$ cat src/rtl/cic_pkg.sv
// Shared types and constants for the CIC interpolator sequencer.
package cic_pkg;

   typedef enum logic [1:0] {
      IDLE  = 2'd0,
      PRIME = 2'd1,
      RUN   = 2'd2,
      DRAIN = 2'd3
   } state_t;

   // Strobes needed to push the last held sample (and the zeros behind it)
   // through every comb and integrator stage of the CIC.
   function automatic int unsigned drain_len(input int unsigned factor,
                                             input int unsigned stages);
      return (stages + 1) * factor;
   endfunction

   // Cycles from a CIC strobe to the matching m_valid pulse.
   localparam int unsigned OUT_LATENCY = 2;

endpackage

$ cat src/rtl/cic_rate_div.sv
// Loadable clock divider producing the CIC output-rate strobe.
module cic_rate_div
   import cic_pkg::*;
#(
   parameter int unsigned DIV_W = 16
) (
   input  logic             i_clock,
   input  logic             i_reset,
   input  logic             load,
   input  logic [DIV_W-1:0] load_value,
   input  logic             enable,
   input  logic             clear,
   output logic             strobe
);

   logic [DIV_W-1:0] reload;
   logic [DIV_W-1:0] count;

   // Reload register, captured only when the sequencer starts a run.
   always_ff @(posedge i_clock) begin
      if (i_reset)
         reload <= '0;
      else if (load)
         reload <= load_value;
   end

   // Count 0..reload and wrap; held at zero while cleared.
   always_ff @(posedge i_clock) begin
      if (i_reset || clear)
         count <= '0;
      else if (enable)
         count <= (count == reload) ? '0 : count + 1'b1;
   end

   // Strobe in the cycle the count reaches the reload value.
   always_comb begin
      strobe = enable && (count == reload);
   end

endmodule

$ cat src/rtl/cic_interp_sched.sv
// Sequencer for the CIC interpolator: input handshake, rate strobe,
// held comb sample, underflow zero-stuffing, drain and output capture.
module cic_interp_sched
   import cic_pkg::*;
#(
   parameter int unsigned WIDTH   = 16,
   parameter int unsigned FACTOR  = 313,
   parameter int unsigned STAGES  = 5,
   parameter int unsigned DIV_W   = 16,
   parameter int unsigned CNT_W   = 16
) (
   input  logic             i_clock,
   input  logic             i_reset,
   input  logic             i_enable,
   input  logic [DIV_W-1:0] i_rate_div,
   input  logic [WIDTH-1:0] s_inph,
   input  logic [WIDTH-1:0] s_quad,
   input  logic             s_valid,
   output logic             s_ready,
   output logic [WIDTH-1:0] o_cic_inph,
   output logic [WIDTH-1:0] o_cic_quad,
   output logic             o_cic_strobe,
   input  logic             i_cic_load,
   input  logic [WIDTH-1:0] i_cic_inph,
   input  logic [WIDTH-1:0] i_cic_quad,
   output logic [WIDTH-1:0] m_inph,
   output logic [WIDTH-1:0] m_quad,
   output logic             m_valid,
   output logic             o_busy,
   output logic [1:0]       o_state,
   output logic [CNT_W-1:0] o_underflow
);

   localparam int unsigned DRAIN_N = drain_len(FACTOR, STAGES);
   localparam int unsigned DRAIN_W = $clog2(DRAIN_N + 1);

   state_t               state;
   state_t               next_state;
   logic                 strobe;
   logic                 div_load;
   logic                 div_run;
   logic [WIDTH-1:0]     held_inph;
   logic [WIDTH-1:0]     held_quad;
   logic [CNT_W-1:0]     underflow;
   logic [DRAIN_W-1:0]   drain_cnt;
   logic                 drain_last;
   logic [OUT_LATENCY-2:0] strobe_pipe;

   cic_rate_div #(
      .DIV_W (DIV_W)
   ) u_rate_div (
      .i_clock    (i_clock),
      .i_reset    (i_reset),
      .load       (div_load),
      .load_value (i_rate_div),
      .enable     (div_run),
      .clear      (!div_run),
      .strobe     (strobe)
   );

   // State register.
   always_ff @(posedge i_clock) begin
      if (i_reset)
         state <= IDLE;
      else
         state <= next_state;
   end

   // Next-state logic; enable is only sampled outside DRAIN.
   always_comb begin
      next_state = state;
      unique case (state)
         IDLE:  if (i_enable) next_state = PRIME;
         PRIME: begin
            if (s_valid)
               next_state = RUN;
            else if (!i_enable)
               next_state = IDLE;
         end
         RUN:   if (!i_enable) next_state = DRAIN;
         DRAIN: if (drain_last) next_state = IDLE;
         default: next_state = IDLE;
      endcase
   end

   // State-decoded outputs and divider control.
   always_comb begin
      s_ready  = 1'b0;
      div_load = 1'b0;
      div_run  = 1'b0;
      unique case (state)
         IDLE:    div_load = i_enable;
         PRIME:   s_ready  = s_valid;
         RUN: begin
            s_ready = i_cic_load;
            div_run = 1'b1;
         end
         DRAIN:   div_run  = 1'b1;
         default: ;
      endcase
      o_busy       = (state != IDLE);
      o_state      = state;
      o_cic_strobe = strobe;
      // The register is cleared one edge into DRAIN, so mask it for that first cycle.
      o_cic_inph   = (state == DRAIN) ? '0 : held_inph;
      o_cic_quad   = (state == DRAIN) ? '0 : held_quad;
      o_underflow  = underflow;
   end

   // Held comb sample: first sample in PRIME, then one per CIC load in RUN.
   always_ff @(posedge i_clock) begin
      if (i_reset) begin
         held_inph <= '0;
         held_quad <= '0;
      end else begin
         unique case (state)
            PRIME: begin
               if (s_valid) begin
                  held_inph <= s_inph;
                  held_quad <= s_quad;
               end
            end
            RUN: begin
               if (i_cic_load) begin
                  held_inph <= s_valid ? s_inph : '0;
                  held_quad <= s_valid ? s_quad : '0;
               end
            end
            default: begin
               held_inph <= '0;
               held_quad <= '0;
            end
         endcase
      end
   end

   // Saturating count of loads that found no upstream sample.
   always_ff @(posedge i_clock) begin
      if (i_reset)
         underflow <= '0;
      else if (state == IDLE && i_enable)
         underflow <= '0;
      else if (state == RUN && i_cic_load && !s_valid && underflow != '1)
         underflow <= underflow + 1'b1;
   end

   // Strobes issued since entering DRAIN.
   always_ff @(posedge i_clock) begin
      if (i_reset || state != DRAIN)
         drain_cnt <= '0;
      else if (strobe)
         drain_cnt <= drain_cnt + 1'b1;
   end

   // Final drain strobe.
   always_comb begin
      drain_last = strobe && (drain_cnt == DRAIN_W'(DRAIN_N - 1));
   end

   // Delay the strobe to the cycle the CIC output is valid, then register it.
   always_ff @(posedge i_clock) begin
      if (i_reset) begin
         strobe_pipe <= '0;
         m_valid     <= 1'b0;
         m_inph      <= '0;
         m_quad      <= '0;
      end else begin
         strobe_pipe[0] <= strobe;
         for (int unsigned i = 1; i < OUT_LATENCY - 1; i++)
            strobe_pipe[i] <= strobe_pipe[i-1];
         m_valid <= strobe_pipe[OUT_LATENCY-2];
         if (strobe_pipe[OUT_LATENCY-2]) begin
            m_inph <= i_cic_inph;
            m_quad <= i_cic_quad;
         end
      end
   end

endmodule

$ cat config.mk
export PLATFORM = sky130hd
export DESIGN_NAME = cic_interp_sched
export DESIGN_NICKNAME = d
export VERILOG_FILES = /design/src/rtl/cic_pkg.sv /design/src/rtl/cic_rate_div.sv /design/src/rtl/cic_interp_sched.sv
export SDC_FILE = /design/constraint.sdc
export NUM_CORES = 1
export LEC_CHECK = 0
export CORE_MARGIN = 5
export CORE_UTILIZATION = 30
export CTS_BUF_LIST = sky130_fd_sc_hd__clkbuf_16
export CTS_CLUSTER_DIAMETER = 80
export DETAILED_ROUTE_END_ITERATION = 16
export SLEW_MARGIN = 20
export SYNTH_ARGS = -nofsm -noshare
export SYNTH_HDL_FRONTEND = slang
export SYNTH_SLANG_ARGS = --single-unit
$ cat constraint.sdc
create_clock -name i_clock -period 1.8 [get_ports i_clock]
set_input_delay 0.54 -clock i_clock [delete_from_list [all_inputs] [get_ports i_clock]]
set_output_delay 0.54 -clock i_clock [all_outputs]
set_load 0.03 [all_outputs]
==> reports/qor.csv <==
stage;metric;value;unit
final_layout;postLayoutCellArea;9580;um2
clock_tree;clk_path_buf_depth;2;
worst_setup_path;cp-end-kind;output pin;
die;floorplan.initialDensity;30.7;%
worst_setup_path;path_max_fanout;2;
worst_setup_path;crit_family;simple AND/OR/NAND/NOR gates;
timing;slew_viol_final;0;
worst_setup_path;cpMaxStageDelayCell;nor4_2;
timing;rsz0062_at_grt;yes;
job;max_cap_violations;0;
outcome;status;finished, violations left;
final_layout;drive_above_1_share;33.2;%
global_routing;grt_pass1_wl;26700;um
yosys;synth_nets;704;
timing;finalClockSkew;0.00832;ns
final_layout;instances_no_fill;1100;
power;max-vdd-ir-drop;0.000602;V
placed_design;dp_hpwl;11700;um
yosys;ys_async_sr_fraction;0;%
die;die_w;146;um
power;power.leakage;0.00386;uW
placed_design;dp_slack;-0.410;ns
timing;worst_pin_slew;0.536;ns
yosys;syn_area;5550;um2
timing;finalSetupViolations;45;
power;powerDensity;757;nW/um2
clock_tree;root_buffer;clkbuf_16;
placed_design;io_buffers;170;
yosys;synth-main-ff-cell;dfxtp_1;
global_routing;antenna_found_initial;0;
timing;fin_ws;-0.630;ns
final_layout;nNetsFinal;951;
global_routing;first_global_vias;5104;
timing;fin_crit_sh;135;%
worst_setup_path;crit_path_cell_trace;xor2_2 -> nor4_2 -> nand4_1 -> buf_6 -> nor2_4 -> buf_12;
routing;vias;5109;
yosys;ys_seq_elements;127;
clock_tree;hold_buffers;0;
routing;wl_per_cell;15.7;um
worst_setup_path;reg2reg_from;u_rate_div.reload[4];
timing;min_period;2.43;ns
worst_setup_path;required;1.26;ns
routing;drt_iter0_drc;230;
worst_setup_path;cp-start-kind;register;
routing;drc;0;
placed_design;place.gp.congestion;0.765;
final_layout;syn2layout_area_growth;72.7;%
hold_path;worstHoldStart;u_rate_div.reload[15];
final_layout;layout_common_cells;100 x dfxtp_1, 91 x nor2_1, 82 x clkdlybuf4s50_1;
clock_tree;cts_buffers;17;
yosys;synthCells;611;
placed_design;dpl.cell_count;1043;
clock_tree;path_clk_slew;0.06;ns
worst_setup_path;crit_buf_inv;2;
routing;drt-total-wl;17200;um
worst_setup_path;cp_data_arrival_time;1.89;ns
worst_setup_path;crit_start;u_rate_div.reload[4];
final_layout;diodes;0;
timing;finalHoldViolCount;0;
routing;ant_nets;0;
clock_tree;worstSkewPairLatency;0.42;ns
yosys;synth-edff-count;0;
worst_setup_path;max_stage_delay;0.37;ns
routing;viasPerCell;4.64;
timing;maxClockFrequency;412;MHz
global_routing;overflow;0;
global_routing;grt_usage;15.4;%
hold_path;hold_path_class;reg2reg;
yosys;synth.distinct_cells;50;
routing;dr.pass1.iters;4;
yosys;synth_seq_area_share;45.8;%
placed_design;place_area;8090;um2
die;die_h;146;um
clock_tree;cts_tree;built;
die;rows;49;
die;core;18100;um2
timing;holdWs;0.472;ns
yosys;yosysWarnings;0;
global_routing;grt_max_degree;48;
die;pin_count;171;
clock_tree;clock-sinks;127;
clock_tree;cts.htree.levels;4;
die;die_area;21300;um2
final_layout;layout_commonest_cell;dfxtp_1;
outcome;violations;setup timing;
yosys;avgSynthCellArea;9.08;um2
worst_setup_path;crit_type;reg2out;
timing;relSlewSlack;64.2;%
[layout make-up]
class,count,area [um2]
Sequential cell,127,2590
Timing Repair Buffer,263,2720
Multi-Input combinational cell,441,3350
Clock inverter,15,178
Tap cell,229,287
Inverter,8,37.5
Clock buffer,17,425
Fill cell,1614,8510
[through the flow]
stage / util (%) / setup TNS, ns / total power (uW)
2_1_floorplan: - / -3.81 / 3210
6_report: 53.0 / -9.67 / 7260
4_1_cts: 50.8 / -9.47 / 7240
5_1_grt: 53.0 / -13.11 / 7500
3_3_place_gp: 44.7 / -10.78 / 3600
3_5_place_dp: 44.7 / -12.66 / 3600
[state kept, by name (all words and copies together) (netlist names), named ones only]
name and count:
o_state 1, m_quad 16, u_rate_div.reload 16, strobe_pipe 1, m_valid 1, held_inph 16, u_rate_div.count 16, m_inph 16
o_underflow 16, held_quad 16, drain_cnt 11
[Yosys cell counts, types with 4 or more instances]
| master | number | share of area, % |
|---|---|---|
| a21oi_1 | 23 | 2.1 |
| a22oi_1 | 32 | 4.3 |
| and3_1 | 5 | 0.56 |
| and4_1 | 5 | 0.79 |
| clkbuf_1 | 27 | 1.8 |
| dfxtp_1 | 127 | 46 |
| ha_1 | 8 | 1.8 |
| inv_1 | 8 | 0.54 |
| mux2i_1 | 37 | 6.7 |
| nand2_1 | 62 | 4.2 |
| nand3_1 | 12 | 1.1 |
| nand4_1 | 9 | 1.0 |
| nor2_1 | 95 | 6.4 |
| nor2_4 | 7 | 1.4 |
| nor2b_1 | 33 | 3.7 |
| nor3_1 | 4 | 0.36 |
| nor4_1 | 6 | 0.68 |
| o211ai_1 | 5 | 0.68 |
| o21ai_0 | 5 | 0.45 |
| or2_2 | 9 | 1.0 |
| or4_1 | 5 | 0.68 |
| xnor2_1 | 9 | 1.4 |
| xor2_1 | 24 | 3.8 |
| xor2_2 | 6 | 1.8 |
[worst paths after layout]
kind,to,slack [ns],cells past startpoint
max,o_cic_strobe,-0.63,6
min,u_rate_div.reload[15],0.47,2
max reg2reg,drain_cnt[3],-0.38,8
min reg2reg,u_rate_div.reload[15],0.47,2
[power breakdown]
group	total, uW	internal, uW	switching, uW
logic	822	466	356
registers	2890	2850	39.5
clock network	3540	2290	1260
total	7260	5600	1650
[worst register-to-register path: stages (launching register included)]
cell	delay [ns]
dfxtp_2	0.33
xor2_2	0.18
nor4_2	0.37
nand4_1	0.17
buf_6	0.16
buf_4	0.12
buf_6	0.12
or4b_4	0.48
mux2i_1	0.13
[logic make-up after synthesis]
kind of cell	Yosys count	share of synthesized area, %
flip-flops	127	45.8
multiplexers	37	6.68
AND/OR/NAND/NOR	272	24.7
AO/OA/AOI/OAI	85	10.6
adder cells (fa/ha/maj)	8	1.80
XOR/XNOR	39	6.97
buffers and inverters	43	3.41
[metal layers]
layer / part of all wire, % / global-route usage [%] / routed length, um / up-vias
li1: - / - / - / 2588
met2: 52 / 27.0 / 8980 / 97
met3: 5.8 / 5.54 / 1000 / 20
met4: 1.4 / 4.61 / 244 / 0
met5: 0 / 0 / 0 / -
met1: 41 / 17.6 / 7000 / 2404
[what timing repair did]
item                                    CTS  global route
pin swaps                                14            35
gates cloned                              4             0
buffers inserted                         13            13
gates resized for setup                 146            90
endpoints found under the setup margin  115            67
(Power assumes the default switching activity.)
